**config.mk**
```make
export PLATFORM = sky130hd
export DESIGN_NAME = regbank_write_flat
export DESIGN_NICKNAME = d
export VERILOG_FILES = /design/src/rtl/regbank_write_if.sv /design/src/rtl/regbank_write.sv /design/src/flat_wrapper.sv
export SDC_FILE = /design/constraint.sdc
export NUM_CORES = 1
export LEC_CHECK = 0
export ABC_AREA = 1
export CORE_AREA = 5 5 415 417
export CTS_CLUSTER_DIAMETER = 40
export CTS_CLUSTER_SIZE = 12
export DETAILED_ROUTE_END_ITERATION = 16
export DIE_AREA = 0 0 420 422
export GPL_ROUTABILITY_DRIVEN = 0
export GPL_TIMING_DRIVEN = 0
export PLACE_DENSITY = 0.55
export SLEW_MARGIN = 40
export SYNTH_ARGS = -nofsm -noshare
export SYNTH_HDL_FRONTEND = slang
export SYNTH_SLANG_ARGS = --single-unit
```
**constraint.sdc**
```tcl
create_clock -name clk -period 3.6 [get_ports clk]
set_clock_uncertainty 0.1 [all_clocks]
set_input_delay 0.36 -clock clk [delete_from_list [all_inputs] [get_ports clk]]
set_output_delay 0.36 -clock clk [all_outputs]
set_load 0.03 [all_outputs]
```
**src/rtl/regbank_write_if.sv**
```systemverilog
// Write/clear port bundle of the register bank.
// The master drives writes and clears; the slave is the bank.
interface regbank_write_if #(
  parameter int NREGS = 32,
  parameter int WIDTH = 32,
  parameter int CNT_W = 16
);
  logic                         we3;
  logic [4:0]                   wa3;
  logic [WIDTH-1:0]             wd3;
  logic                         wr_ready;
  logic                         clr_req;
  logic                         busy;
  logic [NREGS-1:0][WIDTH-1:0]  registrador;
  logic [CNT_W-1:0]             wr_count;

  modport master (
    output we3, wa3, wd3, clr_req,
    input  wr_ready, busy, registrador, wr_count
  );

  modport slave (
    input  we3, wa3, wd3, clr_req,
    output wr_ready, busy, registrador, wr_count
  );
endinterface

```
**src/rtl/regbank_write.sv**
```systemverilog
// 32x32 register bank with writeback port and sequenced bulk clear.
// Option REGBANK_X0_ZERO_EN hardwires register 0 to zero.
module regbank_write #(
  parameter int NREGS = 32,
  parameter int WIDTH = 32,
  parameter int CNT_W = 16
) (
  input logic            clk,
  input logic            rst_n,
  regbank_write_if.slave bus
);
  typedef enum logic {
    IDLE,
    SWEEP
  } state_t;

  state_t                       state;
  logic [4:0]                   idx;
  logic [NREGS-1:0][WIDTH-1:0]  regs;
  logic [CNT_W-1:0]             cnt;

  assign bus.busy        = (state == SWEEP);
  assign bus.wr_ready    = (state == IDLE);
  assign bus.registrador = regs;
  assign bus.wr_count    = cnt;

  always_ff @(posedge clk or negedge rst_n) begin
    if (!rst_n) begin
      state <= IDLE;
      idx   <= '0;
      regs  <= '0;
      cnt   <= '0;
    end else begin
      unique case (state)
        IDLE: begin
          if (bus.we3) begin
`ifdef REGBANK_X0_ZERO_EN
            if (bus.wa3 != 5'd0)
              regs[bus.wa3] <= bus.wd3;
`else
            regs[bus.wa3] <= bus.wd3;
`endif
            if (cnt != '1)
              cnt <= cnt + 1'b1;
          end
          // a same-edge write lands first; the sweep clears it later
          if (bus.clr_req) begin
            state <= SWEEP;
            idx   <= '0;
          end
        end
        SWEEP: begin
          regs[idx] <= '0;
          idx       <= idx + 1'b1;
          if (idx == 5'd31)
            state <= IDLE;
        end
        default: state <= IDLE;
      endcase
    end
  end
endmodule
```
**src/flat_wrapper.sv**
```systemverilog
// flat-port wrapper written by rule: the top's interface ports become plain ports
module regbank_write_flat 
#(
  parameter int NREGS = 32,
  parameter int WIDTH = 32,
  parameter int CNT_W = 16
)
  (clk, rst_n, bus_we3, bus_wa3, bus_wd3, bus_clr_req, bus_wr_ready, bus_busy, bus_registrador, bus_wr_count);
  regbank_write_if #(.NREGS(NREGS), .WIDTH(WIDTH), .CNT_W(CNT_W)) bus_i ();
  input logic clk;
  input logic rst_n;
  input wire logic [$bits(bus_i.we3)-1:0] bus_we3;
  input wire logic [$bits(bus_i.wa3)-1:0] bus_wa3;
  input wire logic [$bits(bus_i.wd3)-1:0] bus_wd3;
  input wire logic [$bits(bus_i.clr_req)-1:0] bus_clr_req;
  output wire logic [$bits(bus_i.wr_ready)-1:0] bus_wr_ready;
  output wire logic [$bits(bus_i.busy)-1:0] bus_busy;
  output wire logic [$bits(bus_i.registrador)-1:0] bus_registrador;
  output wire logic [$bits(bus_i.wr_count)-1:0] bus_wr_count;
  assign bus_i.we3 = bus_we3;
  assign bus_i.wa3 = bus_wa3;
  assign bus_i.wd3 = bus_wd3;
  assign bus_i.clr_req = bus_clr_req;
  assign bus_wr_ready = bus_i.wr_ready;
  assign bus_busy = bus_i.busy;
  assign bus_registrador = bus_i.registrador;
  assign bus_wr_count = bus_i.wr_count;
  regbank_write #(.NREGS(NREGS), .WIDTH(WIDTH), .CNT_W(CNT_W)) u_core (.clk(clk), .rst_n(rst_n), .bus(bus_i));
endmodule
```
==> impl_results.md, run 1 <==
- Die Ht: 422 um
- Final setup viols: 0
- Post-DR wirelength/cell: 26.58 um
- Final Cell Area: 0.06160 mm^2
- Commonest non-fill, non-tap cell in the layout: clkdlybuf4s50_1
- Global Route Usage Sum: 23.64%
- CP arrival: 3840 ps
- Commonest non-fill, non-tap cells in the layout: clkdlybuf4s50_1 (1,067), dfrtp_1 (1,046), o21ai_0 (1,004), nand2_1 (794), inv_1 (739)
- Final #Nets: 5,759
- PortBufs: 1,081
- Crit path buffers/inverters: 4
- Final Power: 42.82 mW
- MaxCap Viol Count: 0
- Overflow after GRT: 0
- Antenna violations before repair: 25
- CTS tree: done
- Drt pass-1 iters: 6
- Worst EP required: 4210 ps
- Chip width: 420 um
- Synth unique cells: 23
- Critical path's slowest cell: nand2_1
- Max-slew violations: 0
- Fin Setup TNS: 0 ps
- Top delay family on crit path: simple AND/OR/NAND/NOR gates
- Cts bufs inserted: 179
- Final min period: 3233 ps
- Dpl hpwl: 161.6 mm
- Tcrit/Tclk final: 89.81%
- Cell area after synthesis: 0.04085 mm^2
- Static leakage: 26.09 nW
- Number of global-route vias before repair: 36.44k
- # rows: 151
- Clock latency on the worst-skew pair: 790 ps
- CP Launch Type: flop
- Sequential element share of the synthesized area: 64.07%
- Starting Density: 24.27%
- Slew headroom: 38.09%
- Critical path type: reg -> reg
- Max IR drop VDD: 0.4524 mV
- Die area: 0.1772 mm^2
- Clock Sinks: 1,046
- Worst-path clk slew: 50 ps
- Post-DRT Antenna Nets: 0
- Final Util: 36.60%
- Final Hold Vio Count: 0
- Clk buf depth: 3
- Critical path endpoint category: flop
- Share of layout cells above drive strength 1: 9.106%
- Syn avg cell area: 9.251 um^2
- HP Class: in -> async
- Post-route DRC: 0
- Via/cell ratio: 4.631
- Global-route wire length before repair: 295.5 mm
- Least-Margin Pin Slew: 928.6 ps
- Status: completed
- Synthesized instance count: 4,416
- Area delta synth->final: 50.80%
- Largest net degree at the start of global routing: 110
- 1st-iter DRT viols: 3,787
- Placed inst area: 0.05513 mm^2
- Final WL: 215.2 mm
- Clk root buf: clkbuf_16
- Ports: 1,083
- Synth Net Count: 4,463
- Ys Warns: 0
- Core footprint: 0.1683 mm^2
- RSZ-0062 raised after global routing: no
- Critical path, cell by cell: buf_4 -> inv_2 -> nand2_1 -> nor2_1 -> nand2_1 -> inv_2 -> nand2_2 -> clkbuf_1 -> nand3_1 -> o21ai_0
- P per Cell Area: 695.0 mW/mm^2
- Fmax: 309.3 MHz
- Vias: 37.49k
- CTS HTree Levels: 4
- Max incr delay on CP: 600 ps
- Synth Register Bits: 1,046
- Critical path peak fanout: 10
==> state kept, by name, summed over array words and instances, names as in the netlist <==
name,cells
u_core.bus.busy,1
u_core.idx,5
u_core.bus.wr_count,16
u_core.bus.registrador,1024
==> stage by stage <==
| stage | std cells | hold slack (ps) | worst slack, ps |
|---|---|---|---|
| finish | 8096 | 139.9 | 366.9 |
| global route | 8086 | 159.8 | 20.04 |
| CTS | 8082 | 94.76 | 194.8 |
| detailed placement | 7737 | 346.1 | 11.87 |
| global placement | 7715 | 391.0 | -47530 |
| floorplan | 4416 | -35.59 | 1521 |
==> report_power, final <==
group	internal, mW	leakage, nW	switching [mW]	total, mW
Sequential	13.3	14.5	1.02	14.4
Clock	11.0	3.01	6.81	17.8
Combinational	3.49	8.60	7.19	10.7
==> layout make-up <==
cell class	count	area, um^2
Sequential cell	1046	26180
Multi-Input combinational cell	2299	10800
Clock buffer	199	4686
Fill cell	17034	106700
Clock inverter	134	1627
Inverter	742	2785
Antenna cell	14	35.03
Buffer	329	1385
Timing Repair Buffer	1115	11340
Tap cell	2218	2775
==> cells in the mapped netlist <==
cell type / instances / area share, %
buf_2: 77 / 0.94
nand3_1: 370 / 4.5
inv_1: 739 / 6.8
a21oi_1: 2 / 0.025
dfrtp_1: 1046 / 64
nor2_1: 48 / 0.44
o21ai_1: 41 / 0.50
ha_1: 6 / 0.18
buf_4: 1 / 0.018
nor3_2: 1 / 0.025
clkbuf_1: 228 / 2.1
buf_1: 23 / 0.21
nor3_1: 2 / 0.025
o21ai_2: 1 / 0.021
o22ai_1: 2 / 0.031
or2_2: 1 / 0.015
inv_2: 3 / 0.028
nor2_4: 1 / 0.028
nand4_1: 8 / 0.12
xnor2_1: 6 / 0.13
nand2_2: 6 / 0.092
o21ai_0: 1010 / 12
nand2_1: 794 / 7.3
==> worst min-delay path: cells and delay by family <==
kind / cells / cell delay [ps]
buffers and inverters: 3 / 1110
==> kinds of logic (layout without fill, tap and decap cells) <==
family | count (synthesis) | after routing | synth area share (%)
buffers and inverters | 1071 | 2519 | 10.09
XOR/XNOR | 6 | 6 | 0.1286
adder cells (fa/ha/maj) | 6 | 6 | 0.1838
AO/OA/AOI/OAI | 1056 | 1056 | 12.95
other | 0 | 14 | 0
flip-flops | 1046 | 1046 | 64.07
AND/OR/NAND/NOR | 1231 | 1231 | 12.58
==> metal layers <==
metal / vias to the layer above / share of wire (%) / global-route usage, %
met5: - / 0.0070 / 0
met2: 1679 / 49 / 39.55
li1: 16573 / - / -
met4: 4 / 5.0 / 11.12
met3: 409 / 7.3 / 5.793
met1: 18828 / 39 / 28.58
==> worst paths after layout <==
check,from,endpoint,slack (ps),depth (start not counted)
worst max-delay path,u_core.bus.busy,u_core.bus.registrador[22],370,10
worst min register to register,u_core.bus.registrador[1023],u_core.bus.registrador[1023],400,2
worst max register to register,u_core.bus.busy,u_core.bus.registrador[22],370,10
max in group asynchronous,rst_n,u_core.bus.registrador[734],640,7
min in group clk,bus_wd3[8],u_core.bus.registrador[968],200,3
worst min-delay path,rst_n,u_core.bus.wr_count[11],140,3
==> repair_timing <==
| item | 4_1_cts | 5_1_grt |
|---|---|---|
| buffers inserted | 0 | 0 |
| hold buffers | 12 | 0 |
| endpoints found under the hold margin | 292 | 0 |
| resized for setup | 0 | 0 |
| endpoints found under the setup margin | 0 | 0 |
No activity file was read; power rests on OpenSTA's default activity.
==> run 2: changes to the inputs <==
- CELL_PAD_IN_SITES_DETAIL_PLACEMENT: unset -> 0
- CELL_PAD_IN_SITES_GLOBAL_PLACEMENT: unset -> 2
- PLACE_DENSITY: 0.55 -> unset
- PLACE_DENSITY_LB_ADDON: unset -> 0.25
==> impl_results.md, run 2 (same netlist as run 1, synthesis figures left out) <==
- GR Util met3: 5.979%
- Commonest non-fill, non-tap cell in the layout: clkdlybuf4s50_1
- Post_cts resized: 0
- P per Cell Area: 720.0 mW/mm^2
- Tcrit/Tclk final: 89.76%
- Switching Fraction: 33.79%
- # rows: 151
- Net switching power: 15.19 mW
- Final #Nets: 5,773
- Die area: 0.1772 mm^2
- Critical path endpoint category: flop
- P_int: 29.75 mW
- Clock Power Share: 44.2%
- Clk root buf: clkbuf_16
- Max IR drop VDD: 0.4944 mV
- Critical path's slowest cell: o21ai_2
- Status: completed
- Dpl hpwl: 163.3 mm
- Post-DRT Antenna Nets: 0
- Core footprint: 0.1683 mm^2
- Final setup viols: 0
- Placed cells: 7,736
- HP Class: in -> async
- Area delta synth->final: 52.79%
- Clock latency on the worst-skew pair: 810 ps
- Post-DR wirelength/cell: 27.10 um
- Drt pass-1 iters: 5
- Share of layout cells above drive strength 1: 9.598%
- Critical path peak fanout: 10
- Number of global-route vias before repair: 36.64k
- Placed inst area: 0.05516 mm^2
- Least-Margin Pin Slew: 895.4 ps
- Commonest non-fill, non-tap cells in the layout: clkdlybuf4s50_1 (1,077), dfrtp_1 (1,046), o21ai_0 (1,004), nand2_1 (794), inv_1 (739)
- Max reg flops: 1,024
- Overflow after GRT: 0
- PortBufs: 1,081
- Crit path buffers/inverters: 3
- RSZ-0062 raised after global routing: no
- Final Cell Area: 0.06242 mm^2
- Largest net degree at the start of global routing: 97
- Final min period: 3231 ps
- Clk buf depth: 3
- Via/cell ratio: 4.491
- Fin Setup TNS: 0 ps
- Met1 Use GR: 28.40%
- Comb pwr share: 23.8%
- Cts bufs inserted: 200
- Antenna violations before repair: 28
- MaxCap Viol Count: 0
- Global Route Usage Sum: 24.31%
- Slew headroom: 40.31%
- Worst-path clk slew: 50 ps
- Most frequent CP cell: nand2_1
- Critical path type: reg -> reg
- Fmax: 309.5 MHz
- Top delay family on crit path: compound AO/OA/AOI/OAI gates
- Max incr delay on CP: 750 ps
- Ports: 1,083
- Clock Sinks: 1,046
- Final Hold Vio Count: 0
- Die Ht: 422 um
- CP Launch Type: flop
- Worst EP required: 4170 ps
- Starting Density: 24.27%
- Most used routing layer: met2
- CP arrival: 3800 ps
- Sequential group share of total power: 32.0%
- CTS tree: done
- CTS HTree Levels: 4
- Vias: 36.49k
- Global-route wire length before repair: 304.5 mm
- Critical path, cell by cell: buf_4 -> inv_2 -> nand2_1 -> nor2_1 -> nand2_1 -> o21ai_2 -> clkbuf_1 -> o21ai_0
- Static leakage: 26.51 nW
- Chip width: 420 um
- M2 GR Usage: 42.84%
- Final WL: 220.1 mm
- Setup slack, reg-to-reg: 370 ps
- Non-filler cells, final: 8,125
- 1st-iter DRT viols: 2,785
- Post-route DRC: 0
- Max-slew violations: 0
==> run 2: worst reg2reg max path, stage by stage, from the launching register on <==
cell and delay, ps:
dfrtp_1 460, buf_4 230, inv_2 120, nand2_1 210, nor2_1 210, nand2_1 380, o21ai_2 750, clkbuf_1 490
o21ai_0 140
==> run 2: through the flow <==
step / power (mW) / util (%) / worst slack [ps] / hold slack (ps)
floorplan: 19.39 / - / 1521 / -35.59
global placement: 25.26 / 32.34 / -50560 / 390.5
detailed placement: 25.37 / 32.77 / 67.42 / 175.9
CTS: 45.44 / 37.05 / 258.7 / 83.93
global route: 46.61 / 37.07 / 148.0 / 137.4
finish: 44.94 / 37.08 / 368.6 / 126.2
==> run 2: path summary, 6_finish.rpt <==
check / startpoint / end / cells past startpoint
worst max-delay path: u_core.bus.busy / u_core.bus.registrador[897] / 8
worst min-delay path: rst_n / u_core.bus.wr_count[3] / 3
max in group asynchronous: rst_n / u_core.bus.registrador[957] / 7
min in group clk: bus_clr_req / u_core.idx[0] / 4
worst min register to register: u_core.bus.registrador[1023] / u_core.bus.registrador[1023] / 2
worst max register to register: u_core.bus.busy / u_core.bus.registrador[897] / 8
==> run 2: final cells by class <==
class	instances	area, um^2
Fill cell	17167	105900
Clock inverter	115	1574
Antenna cell	10	25.02
Sequential cell	1046	26180
Clock buffer	258	5575
Inverter	742	2785
Multi-Input combinational cell	2299	10760
Timing Repair Buffer	1108	11340
Tap cell	2218	2775
Buffer	329	1406
==> run 2: layer usage <==
layer	up-vias	share of wire, %
met5	-	0.019
met3	293	6.3
met4	6	4.0
met1	18359	39
met2	1200	51
li1	16628	-
==> run 2: power by group through the flow <==
stage          registers, mW  logic, mW  clock network, mW
6_report                14.4       10.7               19.9
5_1_grt                 14.5       11.3               20.8
4_1_cts                 14.4       10.9               20.2
3_5_place_dp            14.5       10.9                  0
3_3_place_gp            14.6       10.7                  0
2_1_floorplan           17.4       1.95                  0
==> run 2: timing repair <==
item,CTS,global route
hold endpoints to repair,304,0
setup buffers,0,0
hold buffers,5,0
